$ cat src/rtl/td4_clk_pkg.sv
// Shared definitions for the TD4 clock-enable logic: mode encodings and
// default timing constants for the 50 MHz board.
package td4_clk_pkg;

    localparam logic [1:0] MODE_SLOW = 2'b00;
    localparam logic [1:0] MODE_FAST = 2'b01;
    localparam logic [1:0] MODE_STEP = 2'b10;
    localparam logic [1:0] MODE_HALT = 2'b11;

    localparam int unsigned DIV_SLOW_50M = 50_000_000;
    localparam int unsigned DIV_FAST_50M = 5_000_000;
    localparam int unsigned DEB_50M      = 500_000;

    function automatic int unsigned max_u(input int unsigned a, input int unsigned b);
        return (a > b) ? a : b;
    endfunction

endpackage

$ cat src/rtl/btn_debounce.sv
// Push-button conditioner: 2-flop synchroniser, consecutive-cycle debouncer and
// a one-cycle pulse on each debounced press (1 -> 0 of the active-low level).
module btn_debounce #(
    parameter int unsigned DEB = 500_000
) (
    input  logic clk,
    input  logic clr_n,
    input  logic btn_n,
    output logic db_n,
    output logic fall
);

    localparam int unsigned   DW    = (DEB > 1) ? $clog2(DEB) : 1;
    localparam logic [DW-1:0] DLAST = DW'(DEB - 1);

    logic          sync1;
    logic          btn_s;
    logic          db_prev;
    logic [DW-1:0] dcnt;

    always_ff @(posedge clk or negedge clr_n) begin
        if (!clr_n) begin
            sync1 <= 1'b1;
            btn_s <= 1'b1;
        end else begin
            sync1 <= btn_n;
            btn_s <= sync1;
        end
    end

    // The level only moves after DEB consecutive cycles of disagreement.
    always_ff @(posedge clk or negedge clr_n) begin
        if (!clr_n) begin
            dcnt    <= '0;
            db_n    <= 1'b1;
            db_prev <= 1'b1;
        end else begin
            db_prev <= db_n;
            if (btn_s == db_n) begin
                dcnt <= '0;
            end else if (dcnt == DLAST) begin
                db_n <= btn_s;
                dcnt <= '0;
            end else begin
                dcnt <= dcnt + DW'(1);
            end
        end
    end

    assign fall = db_prev & ~db_n;

endmodule

$ cat src/rtl/clken_sel.sv
// Selectable-rate CPU clock enable: slow/fast periodic, manual single-step
// from the debounced button, or halt.
module clken_sel
    import td4_clk_pkg::*;
#(
    parameter int unsigned DIV_SLOW = DIV_SLOW_50M,
    parameter int unsigned DIV_FAST = DIV_FAST_50M,
    parameter int unsigned DEB      = DEB_50M
) (
    input  logic       clk,
    input  logic       clr_n,
    input  logic [1:0] mode,
    input  logic       step_n,
    output logic       en,
    output logic [1:0] mode_q,
    output logic       step_db
);

    localparam int unsigned   CW        = $clog2(max_u(DIV_SLOW, DIV_FAST));
    localparam logic [CW-1:0] SLOW_LAST = CW'(DIV_SLOW - 1);
    localparam logic [CW-1:0] FAST_LAST = CW'(DIV_FAST - 1);

    if (DIV_SLOW < 2) begin : g_bad_div_slow
        $error("clken_sel: DIV_SLOW must be at least 2");
    end
    if (DIV_FAST < 2) begin : g_bad_div_fast
        $error("clken_sel: DIV_FAST must be at least 2");
    end
    if (DEB < 1) begin : g_bad_deb
        $error("clken_sel: DEB must be at least 1");
    end

    logic [1:0]    mode_m;
    logic [1:0]    mode_s;
    logic [CW-1:0] cnt;
    logic [CW-1:0] cnt_d;
    logic [CW-1:0] last;
    logic          en_d;
    logic          fall;

    btn_debounce #(
        .DEB (DEB)
    ) u_btn_debounce (
        .clk   (clk),
        .clr_n (clr_n),
        .btn_n (step_n),
        .db_n  (step_db),
        .fall  (fall)
    );

    always_ff @(posedge clk or negedge clr_n) begin
        if (!clr_n) begin
            mode_m <= MODE_SLOW;
            mode_s <= MODE_SLOW;
            mode_q <= MODE_SLOW;
        end else begin
            mode_m <= mode;
            mode_s <= mode_m;
            mode_q <= mode_s;
        end
    end

    // A pending mode change wins over a wrap or a button edge in the same cycle.
    always_comb begin
        cnt_d = '0;
        en_d  = 1'b0;
        last  = (mode_q == MODE_FAST) ? FAST_LAST : SLOW_LAST;
        if (mode_s == mode_q) begin
            case (mode_q)
                MODE_SLOW, MODE_FAST: begin
                    if (cnt == last) begin
                        en_d = 1'b1;
                    end else begin
                        cnt_d = cnt + CW'(1);
                    end
                end
                MODE_STEP: en_d = fall;
                default:   en_d = 1'b0;
            endcase
        end
    end

    always_ff @(posedge clk or negedge clr_n) begin
        if (!clr_n) begin
            cnt <= '0;
            en  <= 1'b0;
        end else begin
            cnt <= cnt_d;
            en  <= en_d;
        end
    end

endmodule

$ cat config.mk
export PLATFORM = sky130hd
export DESIGN_NAME = clken_sel
export DESIGN_NICKNAME = d
export VERILOG_FILES = /design/src/rtl/td4_clk_pkg.sv /design/src/rtl/btn_debounce.sv /design/src/rtl/clken_sel.sv
export SDC_FILE = /design/constraint.sdc
export NUM_CORES = 1
export LEC_CHECK = 0
export ABC_AREA = 0
export BUFFER_PORTS_ARGS = -buffer_cell sky130_fd_sc_hd__buf_2
export CAP_MARGIN = 20
export CORE_MARGIN = 8
export CORE_UTILIZATION = 65
export DETAILED_ROUTE_END_ITERATION = 12
export PLACE_DENSITY_LB_ADDON = 0.12
export SLEW_MARGIN = 30
export SYNTH_ARGS = -nofsm -noshare
export SYNTH_HDL_FRONTEND = slang
export SYNTH_SLANG_ARGS = --single-unit
$ cat constraint.sdc
create_clock -name clk -period 4.7 [get_ports clk]
set_input_delay 0.47 -clock clk [delete_from_list [all_inputs] [get_ports clk]]
set_output_delay 0.47 -clock clk [all_outputs]
set_load 0.01 [all_outputs]
* Yosys cells after proc, flatten, opt, wreduce, memory -nomap -nowiden
Index checks and enable logic that the tools add are counted.
Operators by class: add/subtract/negate cells 2, equality and inequality tests 6, multiplexer cells 9, bitwise operators 3, reductions and logical operators 3
Operator list (count):
- 26-bit 2-to-1 mux | 4
- 19-bit 2-to-1 mux | 2
- 26-bit by 1-bit adder with 26-bit output (second input constant) | 1
- 26-bit equality test | 1
- 19-bit by 1-bit adder with 19-bit output (second input constant) | 1
- 19-bit equality test (second input constant) | 1
- 2-bit by 1-bit equality test with 1-bit output (second input constant) | 1
- 2-bit equality test | 1
- 2-bit equality test (second input constant) | 1
- 2-bit logical NOT | 1
- 1-bit 2-to-1 mux | 2
- 1-bit NOT | 2
- 1-bit one-hot mux with 2 select lines | 1
- 2-bit AND reduction | 1
- 2-bit OR reduction | 1
- 1-bit AND | 1
- 1-bit equality test | 1
Storage, ports and cells: bits in registers 56, input port bits 5, output and inout port bits 4

* Depth between registers and ports, before layout
Gate-level depths: netlist of the first run.
depth after elaboration 6, depth in mapped cells 8

* Cells and area by module
From an unflattened synthesis of the first run, not the netlist that was laid out.
Unflattened totals: cells, all modules 264, area total of the unflattened synthesis 2728.9 um^2
Modules (own cells, without submodules):
- clken_sel | instances 1, cells each 157, area an instance 1619.1 um^2, sequential area each 825.8 um^2
- btn_debounce | instances 1, cells each 107, area an instance 1109.8 um^2, sequential area each 580.6 um^2

* Worst setup path after synthesis of the first run
OpenSTA, ideal clock, no wires.
path kind register to register, start register cnt[20], end register cnt[10], arrival time 1751 ps, required time 4581 ps, setup slack 2830 ps, stages on the path, launching flop included 7, buffers on the path 1, period minus slack after synthesis 1870 ps, cell sequence dfrtp_1 > or4b_1 > nor4_2 > o22ai_1 > o31ai_4 > buf_6 > nor2_1
Between the ends: longest elaborated chain between the ends 4
Ends and longest elaborated chain:
- start, declared | RTL line clken_sel.sv:35 | logic [CW-1:0] cnt;
- start signal, assigned | RTL line clken_sel.sv:88 | cnt <= cnt_d;
- 26-bit equality test | RTL line clken_sel.sv:71 | if (cnt == last) begin
- 26-bit 2-to-1 mux | RTL line clken_sel.sv:71
- 26-bit 2-to-1 mux | RTL line clken_sel.sv:69 | case (mode_q)
- 26-bit 2-to-1 mux | RTL line clken_sel.sv:68 | if (mode_s == mode_q) begin
- net cnt_d[10] | RTL line clken_sel.sv:36 | logic [CW-1:0] cnt_d;
The timed path passes the listed nets, and every way through them passes these cells. A chain may end at the register's enable or synchronous reset.

* Worst setup path in the final report of the first run
start register cnt[20], end register cnt[21]
Between the ends: longest elaborated chain between the ends 4, elaborated cells on any way between the ends 5
Ends and longest elaborated chain (RTL line):
- 26-bit by 1-bit adder with 26-bit output / 26-bit equality test (equally long branches) | clken_sel.sv:74, clken_sel.sv:71
- 26-bit 2-to-1 mux (*) | clken_sel.sv:71
- 26-bit 2-to-1 mux (*) | clken_sel.sv:69
- 26-bit 2-to-1 mux (*) | clken_sel.sv:68
- net cnt_d[21] | clken_sel.sv:36
Mark *: on every way through the listed nets, which the timed path passes. The rest lies on a longest branch.

==> results of run 1 <==
## critical path: stages, from the launching register on
cell and delay, ns:
dfrtp_1 0.46, or4b_1 0.54, nor4_2 0.15, o22ai_1 0.17, o31ai_4 0.48, buf_6 0.24, nor2_1 0.07
## synthesized netlist by cell type, types with 2 or more instances
master | count | share of area (%)
and3_1 | 4 | 0.95
and4_1 | 3 | 0.99
buf_2 | 2 | 0.38
buf_6 | 2 | 0.85
clkbuf_1 | 3 | 0.43
dfrtp_1 | 52 | 49
dfstp_2 | 4 | 4.0
ha_1 | 2 | 0.95
inv_1 | 5 | 0.71
nand2_1 | 15 | 2.1
nand2b_1 | 2 | 0.47
nand3_1 | 20 | 3.8
nand4_1 | 11 | 2.6
nor2_1 | 59 | 8.4
nor3_1 | 11 | 2.1
nor4_1 | 4 | 0.95
nor4_2 | 3 | 1.4
or4b_1 | 3 | 1.1
xnor2_1 | 19 | 6.3
xor2_1 | 25 | 8.3
## per-layer routing
layer	global-route usage [%]	vias up	wire length, um
met1	19.65	865	2104
met3	3.716	7	138
li1	-	898	-
met5	0	-	0
met2	25.51	34	2213
met4	4.364	0	48
## registers in the layout, summed over array words and instances (netlist names)
| name | flops |
|---|---|
| en | 1 |
| u_btn_debounce.sync1 | 1 |
| cnt | 26 |
| u_btn_debounce.btn_s | 1 |
| u_btn_debounce.dcnt | 19 |
| u_btn_debounce.db_n | 1 |
| mode_m | 2 |
| mode_q | 2 |
| u_btn_debounce.db_prev | 1 |
| mode_s | 2 |
## cells by family (layout without fill, tap and decap cells)
group                    count (synthesis)  after routing
AND/OR/NAND/NOR                        141            141
buffers and inverters                   12             23
flip-flops                              56             56
multiplexers                             1              1
adder cells (fa/ha/maj)                  2              2
XOR/XNOR                                44             44
AO/OA/AOI/OAI                            5              5
## final cells by class
class	count	area (um^2)	share of cell area [%]
clock buffer	6	82.58	2.929
tap	50	62.56	2.219
clock inverter	2	15.01	0.5326
multi-input combinational	193	1175	41.68
inverter	5	18.77	0.6658
sequential	56	1406	49.89
timing repair buffer	10	58.81	2.086
## metrics by stage
step                      cell area, um^2  power (W)  std cells  hold slack [ns]  worst slack, ns
final                                2819  0.0007954        322           0.2557            2.475
after global placement               2710  0.0005318        313           0.3332            2.321
after detailed placement             2710  0.0005324        313           0.3455            2.285
after floorplan                      2644  0.0005183        261           0.1744            2.830
after global routing                 2819  0.0008293        322           0.2290            2.342
after CTS                            2808  0.0008037        321           0.2422            2.244
## worst paths after layout
kind / startpoint / endpoint / slack [ns] / depth (start not counted)
hold reg to reg: u_btn_debounce.sync1$_DFF_PN1_ / u_btn_debounce.btn_s$_DFF_PN1_ / 0.36 / 0
min in group asynchronous: clr_n / en$_DFF_PN0_ / 0.27 / 2
setup reg to reg: cnt[20]$_DFF_PN0_ / cnt[21]$_DFF_PN0_ / 2.47 / 6
setup / recovery: cnt[20]$_DFF_PN0_ / cnt[21]$_DFF_PN0_ / 2.47 / 6
max in group asynchronous: clr_n / u_btn_debounce.dcnt[2]$_DFF_PN0_ / 3.96 / 2
hold / removal: step_n / u_btn_debounce.sync1$_DFF_PN1_ / 0.26 / 1
## cells in the final DEF, fill, tap and decap left out, types with 2 or more instances in the layout
master	instances
nor4_2	3
nor3_1	11
nand2b_1	2
xor2_1	25
dfrtp_1	52
ha_1	2
nor2_1	59
nand4_1	11
nand2_1	15
clkbuf_8	6
nor4_1	4
inv_1	5
dfstp_2	4
clkinvlp_4	2
and3_1	4
and4_1	3
nand3_1	20
xnor2_1	19
or4b_1	3
buf_2	8
## power breakdown
| part | switching, W | internal [W] |
|---|---|---|
| Clock | 0.000153 | 0.000120 |
| Combinational | 0.0000202 | 0.00000827 |
| Sequential | 0.00000571 | 0.000489 |
| Total | 0.000179 | 0.000616 |
==> results.yml, run 1 <==
placed_design:
  dp_hpwl_um: 3057
  gp_congestion: 0.8188
  port-buffer-count: 8
yosys:
  synth_area_mm2: 0.002644
  synth_compound_area_share_pct: 1.846
  synth_area_per_cell_um2: 10.13
  synth_cell_type_count: 32
  ys_seq_elements: 56
  ys_seq_area_share_pct: 53.19
  synth_edf_count: 0
  synth_warnings: 0
  async_flop_share_pct: 100.0
  netlist_instances: 261
  synth_top_family_by_area: "simple AND/OR/NAND/NOR gates"
  syn_nets: 268
  synth_mux_area_share_pct: 0.4259
  synth_ff_type: "dfrtp_1"
  synth-simple-area-share_pct: 26.64
  synth_xor_area_share_pct: 14.58
  synth_fa_ha_area_share_pct: 0.9465
routing:
  routed_via_density: 5.602
  drtIter0Drc: 99
  vias: 1804
  drt_wl_total_um: 4505
  firstDrtPassIters: 4
  postRouteAntennaNets: 0
  wl_per_cell_um: 13.99
  route.detailed.drc: 0
sta:
  post-route-period-util_pct: 47.35
  rsz0062_at_grt: "false"
  hold_viol: 0
  fin_skew_ns: 0.009691
  worst_pin_slew_ns: 0.7321
  fmax_mhz: 449.4
  setup_tns_ns: 0
  setup_viol: 0
  final_max_slew_viol_count: 0
  period_needed_ns: 2.225
  slew_headroom_pct: 50.78
global_route:
  grt_max_degree: 57
  grt_pass1_vias: 1732
  grt_util_all_layers_pct: 15.44
  grt.overflow.total: 0
  antenna_found_initial: 0
  grt_first_pass_wirelength_um: 7817
clock_tree:
  path_clk_slew_ns: 0.10
  cts_tree: "done"
  clkLatencyLatePin_ns: 0.31
  cts_resized: 0
  clockBufferDepth: 2
  h-tree-depth: 2
  holdBufCountCts: 0
  clock_sinks: 56
  numCtsBuffers: 5
  root_buffer: "clkbuf_8"
  cts_setup_buffers: 0
worst_hold_path:
  hp-class: "primary input to register"
critical_path:
  timing_worst_setup_path_type: "register to register"
  critPathMaxFanout: 15
  worst_setup_path_end_kind: "register"
  arrival_ns: 2.43
  cp.required_ns: 4.91
  start_kind: "register"
job:
  maxCapViolations: 0
power_and_ir_drop:
  powerDensity_mw_per_mm2: 282.2
  irDropWorstVdd_mv: 0.2415
  leakagePower_nw: 1.125
outcome:
  status: "finished clean"
die:
  coreArea_mm2: 0.003971
  dieArea_mm2: 0.006364
  initial_core_util_pct: 66.57
  die_h_um: 79.78
  ioPinCount: 9
  die_width_um: 79.78
  row_count: 23
cells_and_area:
  n_antenna_cell: 0
  nFillCells: 305
  areaGrowthSynthToFinish_pct: 6.625
  drive_gt1_share_pct: 9.926
  layout.nets: 278
  post-route-util_pct: 70.98
(Power assumes the default switching activity.)
==> inputs of run 2 (changes only) <==
- ABC_AREA: 0 -> 1
- CORE_UTILIZATION: 65 -> 56
- clock period: 4.7 -> 1.9 ns (I/O delays scaled with it)
==> results.yml, run 2 <==
yosys:
  synth_common_cells: "138 x nand2_1, 108 x nor2_1, 52 x dfrtp_1, 44 x inv_1, 19 x nand3_1"
  synth_cell_type_count: 25
  synth_area_per_cell_um2: 7.215
  ys_seq_area_share_pct: 45.97
  ys_seq_elements: 56
  netlist_instances: 424
  synth_area_leaders: "dfrtp_1 43%, nand2_1 17%, nor2_1 13%"
  synth_ff_type: "dfrtp_1"
  synth_edf_count: 0
  async_flop_share_pct: 100.0
  synth_top_area_share_pct: 42.54
  yosysMostFrequentCell: "nand2_1"
  synth_area_mm2: 0.003059
  yosysTopAreaCell: "dfrtp_1"
  synth_warnings: 0
  syn_nets: 431
sta:
  worst_pin_slew_ns: 0.3233
  fmax_mhz: 588.2
  period_needed_ns: 1.700
  final.setup.worst_slack_ns: 0.1998
  setup_viol: 0
  post-route-period-util_pct: 89.49
  whs_ns: 0.3602
  slew_headroom_pct: 78.43
  final_max_slew_viol_count: 0
  hold_viol: 0
  fin_skew_ns: 0.005561
cells_and_area:
  reg_top3: "cnt (26), u_btn_debounce.dcnt (19)"
  n_antenna_cell: 0
  final_area_mm2: 0.003323
  drive_gt1_share_pct: 8.578
  layout.nets: 449
  layout_common_cells: "138 x nand2_1, 107 x nor2_1, 52 x dfrtp_1"
  largest_reg_flops: 26
  layout.cells.non_filler: 515
  areaGrowthSynthToFinish_pct: 8.630
  final_common_cell: "nand2_1"
  largest-register: "cnt"
die:
  dieArea_mm2: 0.008084
  coreArea_mm2: 0.005405
  ioPinCount: 9
  die_width_um: 89.91
  row_count: 27
  initial_core_util_pct: 56.60
  die_h_um: 89.91
routing:
  route.detailed.drc: 0
  drtIter0Drc: 110
  wl_per_cell_um: 11.99
  vias: 2536
  postRouteAntennaNets: 0
  firstDrtPassIters: 4
  drt_wl_total_um: 6173
  routed_via_density: 4.924
placed_design:
  port-buffer-count: 8
  dp_hpwl_um: 4621
  dp_slack_ns: 0.1500
  place_inst: 503
  postPlaceCellArea_mm2: 0.003187
  gp_congestion: 0.9101
critical_path:
  reg2reg_from: "u_btn_debounce.dcnt[0]$_DFF_PN0_"
  timing_worst_setup_path_type: "register to register"
  arrival_ns: 1.95
  r2r-end: "u_btn_debounce.dcnt[17]$_DFF_PN0_"
  worst_setup_path_end_kind: "register"
  rr_worst_depth: 8
  critPathMaxFanout: 7
  cp.required_ns: 2.15
  start_kind: "register"
  r2r_setup_slack_ns: 0.20
global_route:
  grt.overflow.total: 0
  grt_pass1_vias: 2548
  antenna_found_initial: 0
  grt_first_pass_wirelength_um: 11030
  grt_max_degree: 57
  grt_util_all_layers_pct: 16.29
clock_tree:
  clock_sinks: 56
  clkLatencyLatePin_ns: 0.31
  h-tree-depth: 2
  cts_tree: "done"
  cts_setup_buffers: 0
  root_buffer: "clkbuf_8"
  clockBufferDepth: 2
  path_clk_slew_ns: 0.10
  numCtsBuffers: 5
power_and_ir_drop:
  leakagePower_nw: 1.393
  irDropWorstVdd_mv: 0.4506
  power_w: 0.001991
  powerDensity_mw_per_mm2: 599.2
worst_hold_path:
  min_from: "mode_m[0]$_DFF_PN0_"
  hold_end: "mode_s[0]$_DFF_PN0_"
  hold_path_depth: 0
  hp-class: "register to register"
outcome:
  status: "finished clean"
job:
  maxCapViolations: 0
==> run 2: final cells by class <==
type | count | area, um^2
clock buffers | 5 | 68.82
clock inverters | 3 | 25.02
fillers | 523 | 2082
inverters | 45 | 168.9
multi-input cells | 321 | 1464
flip-flops and latches | 56 | 1406
well taps | 72 | 90.09
repair buffers | 13 | 100.1
==> run 2: repair_timing <==
action | CTS | global route
setup endpoints to repair | 0 | 11
gates resized for setup | 0 | 1
hold buffers | 4 | 0
endpoints found under the hold margin | 55 | 0
==> run 2: metrics by stage <==
stage / util [%] / TNS (ns)
final: 61.48 / 0
after floorplan: - / 0
after global routing: 61.48 / -0.002112
after global placement: 58.96 / 0
after CTS: 61.44 / 0
after detailed placement: 58.96 / 0
==> run 2: cells by family after synthesis <==
logic type	after synthesis	synth area share (%)
XOR/XNOR	21	6.012
flip-flops	56	45.97
AND/OR/NAND/NOR	287	38.98
AO/OA/AOI/OAI	11	1.963
adder cells (fa/ha/maj)	2	0.8179
buffers and inverters	47	6.258
==> run 2: worst max-delay path: stages (launching register included) <==
cell and delay, ns:
dfrtp_1 0.44, ha_1 0.28, nand2_1 0.13, nor2_2 0.07
nand3_1 0.14, nor2_2 0.06, nor2_2 0.26, inv_2 0.12
a21oi_1 0.14
==> run 2: where the power goes <==
| group | leakage, nW | internal [W] | switching (W) |
|---|---|---|---|
| logic | 0.596 | 0.0000290 | 0.0000599 |
| registers | 0.751 | 0.00121 | 0.0000131 |
| clock network | 0.0452 | 0.000270 | 0.000411 |
==> run 2: routing by layer <==
metal | routed length (um) | share of wire [%] | track usage (%)
met2 | 3140 | 51 | 29.20
met5 | 0 | 0 | 0
met3 | 162 | 2.6 | 2.577
met1 | 2670 | 43 | 17.99
met4 | 200 | 3.2 | 8.877
==> run 2: worst max-delay path by stage <==
stage	from	endpoint	slack, ns
floorplan	cnt[0]$_DFF_PN0_	cnt[14]$_DFF_PN0_	0.46
global placement	u_btn_debounce.dcnt[0]$_DFF_PN0_	u_btn_debounce.dcnt[5]$_DFF_PN0_	0.17
detailed placement	u_btn_debounce.dcnt[0]$_DFF_PN0_	u_btn_debounce.dcnt[17]$_DFF_PN0_	0.15
CTS	u_btn_debounce.dcnt[0]$_DFF_PN0_	u_btn_debounce.dcnt[17]$_DFF_PN0_	0.14
global route	u_btn_debounce.dcnt[0]$_DFF_PN0_	u_btn_debounce.dcnt[8]$_DFF_PN0_	-0.002
finish	u_btn_debounce.dcnt[0]$_DFF_PN0_	u_btn_debounce.dcnt[17]$_DFF_PN0_	0.20
==> inputs of run 3 (changes only) <==
- ABC_AREA: 1 -> not set
- CORE_UTILIZATION: 56 -> 55
- MAX_ROUTING_LAYER: not set -> met4
==> results.yml, run 3 (synthesized netlist as in run 1, its figures left out) <==
routing:
  route.detailed.drc: 0
  routed_via_density: 5.306
  firstDrtPassIters: 7
  wl_per_cell_um: 13.60
  vias: 1857
  drtIter0Drc: 104
  drt_wl_total_um: 4760
  postRouteAntennaNets: 0
critical_path:
  start_kind: "register"
  worst_setup_path_end_kind: "register"
  timing_worst_setup_path_type: "register to register"
  critPathMaxFanout: 11
  arrival_ns: 2.09
  cp.required_ns: 2.09
sta:
  hold_viol: 0
  fmax_mhz: 527.2
  final.setup.worst_slack_ns: 0.003233
  fin_skew_ns: 0.006332
  final_max_slew_viol_count: 0
  setup_viol: 0
  worst_pin_slew_ns: 0.6842
  period_needed_ns: 1.897
  slew_headroom_pct: 54.38
  rsz0062_at_grt: "true"
  whs_ns: 0.3550
  post-route-period-util_pct: 99.83
clock_tree:
  h-tree-depth: 2
  root_buffer: "clkbuf_8"
  numCtsBuffers: 5
  clockBufferDepth: 2
  clkLatencyLatePin_ns: 0.30
  cts_tree: "done"
  path_clk_slew_ns: 0.09
  clock_sinks: 56
global_route:
  grt_first_pass_wirelength_um: 8100
  antenna_found_initial: 0
  grt_util_all_layers_pct: 14.00
  grt_pass1_vias: 1851
  grt_max_degree: 31
  grt.overflow.total: 0
cells_and_area:
  nFillCells: 411
  layout.nets: 302
  layout_common_cells: "55 x nor2_1, 52 x dfrtp_1, 25 x xor2_1"
  reg_top3: "cnt (26), u_btn_debounce.dcnt (19)"
  largest-register: "cnt"
  final_common_cell: "nor2_1"
  areaGrowthSynthToFinish_pct: 17.08
  n_antenna_cell: 0
  regArea_mm2: 0.001406
  multiInputGateArea_mm2: 0.001214
  largest_reg_flops: 26
  drive_gt1_share_pct: 18.24
outcome:
  status: "finished clean"
power_and_ir_drop:
  combPwrFrac_pct: 4.8
  pwr-share-clk_pct: 36.2
  leakagePower_nw: 1.287
  p_int_w: 0.001640
  switching_power_w: 0.0004290
  powerDensity_mw_per_mm2: 668.2
  seq_power_share_pct: 59.0
  power.share.switching_pct: 20.74
  irDropWorstVdd_mv: 0.4021
  power_w: 0.002069
placed_design:
  dp_slack_ns: 0.007983
  gp_congestion: 0.7937
  port-buffer-count: 8
  dp_hpwl_um: 3451
worst_hold_path:
  hp-class: "register to register"
die:
  die_width_um: 85.33
  initial_core_util_pct: 56.35
  die_h_um: 85.33
  row_count: 25
  coreArea_mm2: 0.004692
  ioPinCount: 9
  dieArea_mm2: 0.007281
job:
  maxCapViolations: 0
run 3: cell types whose count changed in the layout (fill, tap and decap cells not counted), moves of 7 or more:
cell | previous run | this run
nor2_1 | 107 | 55
nand4_1 | 3 | 11
nand2_1 | 138 | 15
buf_4 | 0 | 17
inv_1 | 44 | 5
xor2_1 | 16 | 25
xnor2_1 | 5 | 19
nor3_1 | 2 | 9
run 3: layout make-up:
type                       instances  share of cell area [%]
tap                               54                   2.183
clock inverter                     2                   1.132
inverter                           5                  0.6063
multi-input combinational        193                   39.21
timing repair buffer              34                   9.095
clock buffer                       6                   2.344
sequential                        56                   45.43
run 3: final timing paths:
check / start / endpoint / slack (ns) / cells after the start
max in group asynchronous: clr_n / cnt[1]$_DFF_PN0_ / 0.86 / 3
worst max register to register: cnt[15]$_DFF_PN0_ / cnt[9]$_DFF_PN0_ / 0.003 / 6
worst min register to register: mode_m[0]$_DFF_PN0_ / mode_s[0]$_DFF_PN0_ / 0.35 / 0
worst min-delay path: mode_m[0]$_DFF_PN0_ / mode_s[0]$_DFF_PN0_ / 0.35 / 0
worst max-delay path: cnt[15]$_DFF_PN0_ / cnt[9]$_DFF_PN0_ / 0.003 / 6
min in group asynchronous: clr_n / en$_DFF_PN0_ / 0.46 / 2
run 3: power groups by stage:
stage | registers (W) | logic, W | clock network, W
after global placement | 0.00124 | 0.0000881 | 0
after detailed placement | 0.00124 | 0.0000900 | 0
after global routing | 0.00122 | 0.000114 | 0.000813
final | 0.00122 | 0.0000999 | 0.000748
after CTS | 0.00122 | 0.0000984 | 0.000776
after floorplan | 0.00125 | 0.0000369 | 0
run 3: critical path, stage by stage (launching register included):
cell and delay [ns]:
dfrtp_1 0.42, or4b_1 0.55, nor3_2 0.14, o22ai_2 0.13, o31ai_4 0.30, buf_6 0.20, nor2_1 0.05
run 3: layer usage:
metal / part of all wire (%) / vias to the layer above / wire (um) / track usage (%)
met4: 0.84 / 0 / 40 / 3.344
met1: 46 / 897 / 2182 / 16.15
li1: - / 945 / - / -
met5: 0 / - / 0 / -
met3: 1.6 / 4 / 76 / 2.896
met2: 52 / 11 / 2461 / 24.36
run 3: per-stage QoR:
stage	TNS [ns]	instances	cell area, um^2	utilization (%)
2_1_floorplan	0	261	2644	-
3_3_place_gp	0	337	2890	61.60
3_5_place_dp	0	337	2890	61.60
4_1_cts	0	349	3045	64.91
5_1_grt	-2.320	350	3095	65.97
6_report	0	350	3095	65.97
run 3: what timing repair did:
action / in CTS / in global routing
pin swaps: 0 / 1
setup buffers: 0 / 0
hold buffers: 4 / 0
endpoints found under the hold margin: 28 / 0
gates cloned: 0 / 1
setup endpoints to repair: 10 / 26
resized for setup: 2 / 12
